### src/rtl/io_bank_arbiter.sv
// Shared 32-bit IO register bank behind the PCI BAR0 window. Port 0 (PCI) has fixed priority.
// Local ports share access round-robin, with a lock for read-modify-write and a lock-hold watchdog.
module io_bank_arbiter #(
    parameter int NREQ     = 4,
    parameter int AW       = 3,
    parameter int MAX_HOLD = 16
) (
    input  logic                clk_i,
    input  logic                rst_ni,
    input  logic [NREQ-1:0]     req_i,
    input  logic [NREQ-1:0]     lock_i,
    input  logic [NREQ-1:0]     we_i,
    input  logic [NREQ*AW-1:0]  addr_i,
    input  logic [NREQ*32-1:0]  wdata_i,
    output logic [NREQ-1:0]     gnt_o,
    output logic [NREQ-1:0]     ack_o,
    output logic [31:0]         rdata_o,
    output logic                lockErr_o,
    input  logic                errClr_i
);

    localparam int PW    = $clog2(NREQ);
    localparam int HW    = $clog2(MAX_HOLD + 1);
    localparam int DEPTH = 1 << AW;

    typedef enum logic [1:0] {IDLE, ACC, DONE} state_e;

    state_e          state_q, state_d;
    logic [NREQ-1:0] gnt_q, gnt_d, ack_q, ack_d;
    logic [31:0]     rdata_q, rdata_d;
    logic            lockErr_q, lockErr_d;
    logic [PW-1:0]   rrPtr_q, rrPtr_d;
    logic [HW-1:0]   holdCnt_q, holdCnt_d;
    logic [31:0]     bank_q [DEPTH];

    logic [PW-1:0]   gIdx, arbWin, candIdx;
    logic [NREQ-1:0] arbReq;
    logic            arbFound, lockHeld, keepLock, wdFire, bankWe;
    logic [AW-1:0]   accAddr;
    logic [31:0]     accWdata;
    int              candPos;

    always_comb begin
        gIdx = '0;
        for (int k = 0; k < NREQ; k++) begin
            if (gnt_q[k]) gIdx = PW'(k);
        end
    end

    assign accAddr  = addr_i[int'(gIdx)*AW +: AW];
    assign accWdata = wdata_i[int'(gIdx)*32 +: 32];
    assign lockHeld = lock_i[gIdx] & req_i[gIdx];
    assign keepLock = (state_q == DONE) && lockHeld && (holdCnt_q <  HW'(MAX_HOLD - 1));
    assign wdFire   = (state_q == DONE) && lockHeld && (holdCnt_q >= HW'(MAX_HOLD - 1));

    // A broken lock owner sits out the arbitration round in which it is evicted.
    always_comb begin
        arbReq   = req_i;
        arbFound = 1'b0;
        arbWin   = '0;
        candPos  = 0;
        candIdx  = '0;
        if (wdFire) arbReq[gIdx] = 1'b0;
        if (arbReq[0]) begin
            arbFound = 1'b1;
        end else begin
            for (int k = 0; k < NREQ - 1; k++) begin
                candPos = int'(rrPtr_q) + k;
                if (candPos > NREQ - 1) candPos = candPos - (NREQ - 1);
                candIdx = PW'(candPos);
                if (!arbFound && arbReq[candIdx]) begin
                    arbFound = 1'b1;
                    arbWin   = candIdx;
                end
            end
        end
    end

    always_ff @(posedge clk_i or negedge rst_ni) begin
        if (!rst_ni) state_q <= IDLE;
        else         state_q <= state_d;
    end

    always_comb begin
        state_d   = state_q;
        rrPtr_d   = rrPtr_q;
        holdCnt_d = holdCnt_q;
        case (state_q)
            ACC: state_d = DONE;
            default: begin
                if (keepLock) begin
                    state_d   = ACC;
                    holdCnt_d = holdCnt_q + HW'(1);
                end else begin
                    holdCnt_d = '0;
                    state_d   = arbFound ? ACC : IDLE;
                    if (arbFound && arbWin != '0)
                        rrPtr_d = (arbWin == PW'(NREQ - 1)) ? PW'(1) : arbWin + PW'(1);
                end
            end
        endcase
    end

    always_comb begin
        gnt_d     = gnt_q;
        ack_d     = '0;
        rdata_d   = rdata_q;
        bankWe    = 1'b0;
        lockErr_d = lockErr_q;
        if (errClr_i) lockErr_d = 1'b0;
        if (wdFire)   lockErr_d = 1'b1;
        case (state_q)
            ACC: begin
                ack_d = gnt_q;
                if (we_i[gIdx]) bankWe  = 1'b1;
                else            rdata_d = bank_q[accAddr];
            end
            default: begin
                if (!keepLock) gnt_d = arbFound ? (NREQ'(1) << arbWin) : '0;
            end
        endcase
    end

    always_ff @(posedge clk_i or negedge rst_ni) begin
        if (!rst_ni) begin
            gnt_q     <= '0;
            ack_q     <= '0;
            rdata_q   <= '0;
            lockErr_q <= 1'b0;
            rrPtr_q   <= PW'(1);
            holdCnt_q <= '0;
            for (int i = 0; i < DEPTH; i++) bank_q[i] <= '0;
        end else begin
            gnt_q     <= gnt_d;
            ack_q     <= ack_d;
            rdata_q   <= rdata_d;
            lockErr_q <= lockErr_d;
            rrPtr_q   <= rrPtr_d;
            holdCnt_q <= holdCnt_d;
            if (bankWe) bank_q[accAddr] <= accWdata;
        end
    end

    assign gnt_o     = gnt_q;
    assign ack_o     = ack_q;
    assign rdata_o   = rdata_q;
    assign lockErr_o = lockErr_q;

endmodule

### config.mk
export PLATFORM = sky130hd
export DESIGN_NAME = io_bank_arbiter
export DESIGN_NICKNAME = d
export VERILOG_FILES = /design/src/rtl/io_bank_arbiter.sv
export SDC_FILE = /design/constraint.sdc
export NUM_CORES = 1
export LEC_CHECK = 0
export ABC_AREA = 1
export CAP_MARGIN = 10
export CORE_UTILIZATION = 50
export CTS_CLUSTER_DIAMETER = 100
export DETAILED_ROUTE_END_ITERATION = 16
export PLACE_DENSITY = 0.71
export SYNTH_ARGS = -nofsm -noshare
export SYNTH_HDL_FRONTEND = slang
export SYNTH_SLANG_ARGS = --single-unit
### constraint.sdc
create_clock -name clk_i -period 3.7 [get_ports clk_i]
set_clock_uncertainty 0.1 [all_clocks]
set_input_delay 0.555 -clock clk_i [delete_from_list [all_inputs] [get_ports clk_i]]
set_output_delay 0.555 -clock clk_i [all_outputs]
set_load 0.02 [all_outputs]
==> out/metrics.csv <==
stage,metric,value,unit
logic_synthesis,synth_edf_count,0,
timing,finalSetupViolCount,0,
setup_path,cp_common_cell,nand2_1,
placed_design,hpwl,24700,um
logic_synthesis,synth.net_count,1783,
power,total_power,16.6,mW
timing,rsz0062_at_grt,no,
detailed_routing,wirelength,38800,um
detailed_routing,drc,0,
logic_synthesis,async_flop_share,100,%
timing,holdWs,0.380,ns
grt,gr-total-overflow,0,
placed_design,post-place-cells,2135,
timing,timing.final.crit_share,87.4,%
finish,layout.cells.non_filler,2191,
clock_tree,cts_resized,0,
timing,finalSetupTns,0,ns
logic_synthesis,avgSynthCellArea,9.17,um2
logic_synthesis,synthFlopType,dfrtp_1,
finish,fillCellCount,2425,
grt,antenna_found_initial,2,
logic_synthesis,yosys.area.top_type_share,51.4,%
grt,grt_busiest_layer,met2,
placed_design,numPortBuffers,195,
clock_tree,cts.path.max_buffers,3,
detailed_routing,vias,12200,
power,power_density,908,nW/um2
power,max-vdd-ir-drop,987,uV
setup_path,cp.arrival,3.59,ns
finish,area_delta_synth_final,23.0,%
setup_path,end_kind,flip-flop,
finish,final_net_count,1948,
power,leakage,7.95,nW
grt,use_met1,36.3,%
job,cap_violations,0,
floorplanning,ios,196,
setup_path,cp.required,4.06,ns
logic_synthesis,postSynthCellCount,1620,
clock_tree,clkSinkCount,306,
clock_tree,cts-buffers-inserted,31,
detailed_routing,drt_iter0_drc,821,
placed_design,placed_cell_area,17200,um2
finish,drive_gt1_share,6.98,%
placed_design,pre_cts_slack,0.357,ns
setup_path,cp_num_buf_inv,2,
clock_tree,htreeDepth,1,
logic_synthesis,synthesis.area,14900,um2
logic_synthesis,synthTopCellsByCount,"nand2_1 (334), dfrtp_1 (305), o21ai_0 (208), inv_1 (151), mux2_1 (120)",
setup_path,max_stage_delay,0.42,ns
floorplanning,coreArea,28900,um2
grt,grt_pass1_wl,63500,um
timing,drv_slew,0,
timing,finalHoldViolCount,0,
detailed_routing,routed_via_density,5.59,
detailed_routing,antenna_left,0,
run_status,status,"finished, final reports clean",
timing,final.setup.worst_slack,0.465,ns
setup_path,cp_max_fo,11,
clock_tree,clk_latency,0.57,ns
logic_synthesis,yosysMostFrequentCell,nand2_1,
timing,worstMarginPinSlew,0.954,ns
setup_path,slowest_stage,dfrtp_1,
logic_synthesis,yosysWarnings,0,
logic_synthesis,yosysTopAreaCell,dfrtp_1,
logic_synthesis,ys_seq_elements,306,
logic_synthesis,ys_types,33,
floorplanning,rows,62,
timing,period_needed,3.24,ns
grt,grt_util_met3,3.96,%
hold_path,hold_path_class,reg2reg,
finish,design_area,18300,um2
setup_path,worst-setup-path-type,reg2reg,
logic_synthesis,synthTopCellsByArea,"dfrtp_1 (51%), mux2_1 (9.1%), nand2_1 (8.4%), o21ai_0 (7.0%), o211ai_1 (4.9%)",
floorplanning,die_area,30400,um2
floorplanning,die-height,174,um
detailed_routing,wire_per_inst,17.7,um
clock_tree,cts_tree,done,
finish,fin_util,63.2,%
timing,fmax,0.309,GHz
timing,slew_headroom,36.1,%
placed_design,gp_congestion,0.898,
grt,met2_usage,42.8,%
floorplanning,fp.dieW,174,um
setup_path,cp-start-kind,flip-flop,
clock_tree,root_buffer,clkbuf_16,
detailed_routing,first_pass_iters,8,
grt,grt_max_degree,170,
grt,grt_util_all_layers,26.2,%
floorplanning,start_util,51.4,%
setup_path,cp_top_family,simple AND/OR/NAND/NOR gates,
setup_path,path_cells,"nor2_4, inv_2, nor2_4, nand2_1, nand3b_2, nand4_1, nand3_1, nand3_1, nand2_1, nand2_1, nor2_1, inv_2, nand3_1, nand2_1, ha_1, nor2_1, nand2_1, nand2_1, nand2_1",
logic_synthesis,ys_seq_area_share,51.5,%
grt,grt_pass1_vias,12100,
clock_tree,clk_pin_slew,0.06,ns
per-layer routing:
metal	vias up	share of wire (%)
li1	5798	-
met1	5979	45
met2	395	47
met3	65	6.6
met4	0	2.3
met5	-	0
cell usage in the layout, fill, tap and decap left out, drive strengths merged:
| cell | count |
|---|---|
| nand2 | 335 |
| dfrtp | 305 |
| o21ai | 229 |
| clkdlybuf4s50 | 194 |
| inv | 161 |
| mux2 | 128 |
| o211ai | 97 |
| nor2 | 75 |
| a21oi | 66 |
| nand3 | 62 |
| clkbuf | 38 |
| buf | 37 |
| o22a | 32 |
| ha | 8 |
| nand4 | 7 |
| clkinv | 7 |
| nand3b | 6 |
| o22ai | 5 |
| bufinv | 5 |
| clkinvlp | 4 |
| diode | 1 |
| and2 | 1 |
| a211oi | 1 |
| o31ai | 1 |
| dlygate4sd3 | 1 |
| dfstp | 1 |
repair_timing:
action / in CTS / in global routing
endpoints found under the hold margin: 79 / 0
buffers inserted: 0 / 0
hold buffers: 1 / 0
layout make-up:
class / count / area (um2) / area share, %
sequential: 306 / 7660 / 41.9
multi-input combinational: 1053 / 6160 / 33.7
timing repair buffer: 232 / 2310 / 12.7
clock buffer: 38 / 842 / 4.61
inverter: 161 / 604 / 3.31
tap: 384 / 480 / 2.63
clock inverter: 16 / 219 / 1.20
antenna: 1 / 2.50 / 0.0137
power by group:
part	internal [mW]	switching, mW	total (mW)	leakage (nW)
Combinational	2.69	5.03	7.72	3.71
Clock	1.95	1.33	3.29	0.514
Sequential	4.93	0.661	5.59	3.73
flip-flops by register name, summed over array words and instances (netlist names):
name and cells:
bank_q 256, rdata_o 32, holdCnt_q 5, ack_o 4, gnt_o 4, rrPtr_q 2
state_q 2, lockErr_o 1
worst paths after layout:
| check | cells after the start | slack, ns | start | to |
|---|---|---|---|---|
| min reg2reg | 1 | 0.38 | bank_q[124] | bank_q[124] |
| min | 1 | 0.38 | bank_q[124] | bank_q[124] |
| max | 19 | 0.46 | gnt_o[3] | rrPtr_q[1] |
| min in group asynchronous | 2 | 0.46 | rst_ni | bank_q[13] |
| max reg2reg | 19 | 0.46 | gnt_o[3] | rrPtr_q[1] |
| max in group asynchronous | 3 | 2.08 | rst_ni | rrPtr_q[0] |
kinds of logic (layout without fill, tap and decap cells):
family	Yosys count	after routing	synth area share, %
AO/OA/AOI/OAI	431	431	17.1
adder cells (fa/ha/maj)	8	8	0.674
buffers and inverters	261	447	7.20
flip-flops	306	306	51.5
multiplexers	128	128	9.70
other	0	1	0
AND/OR/NAND/NOR	486	486	13.8
(Power assumes the default switching activity.)
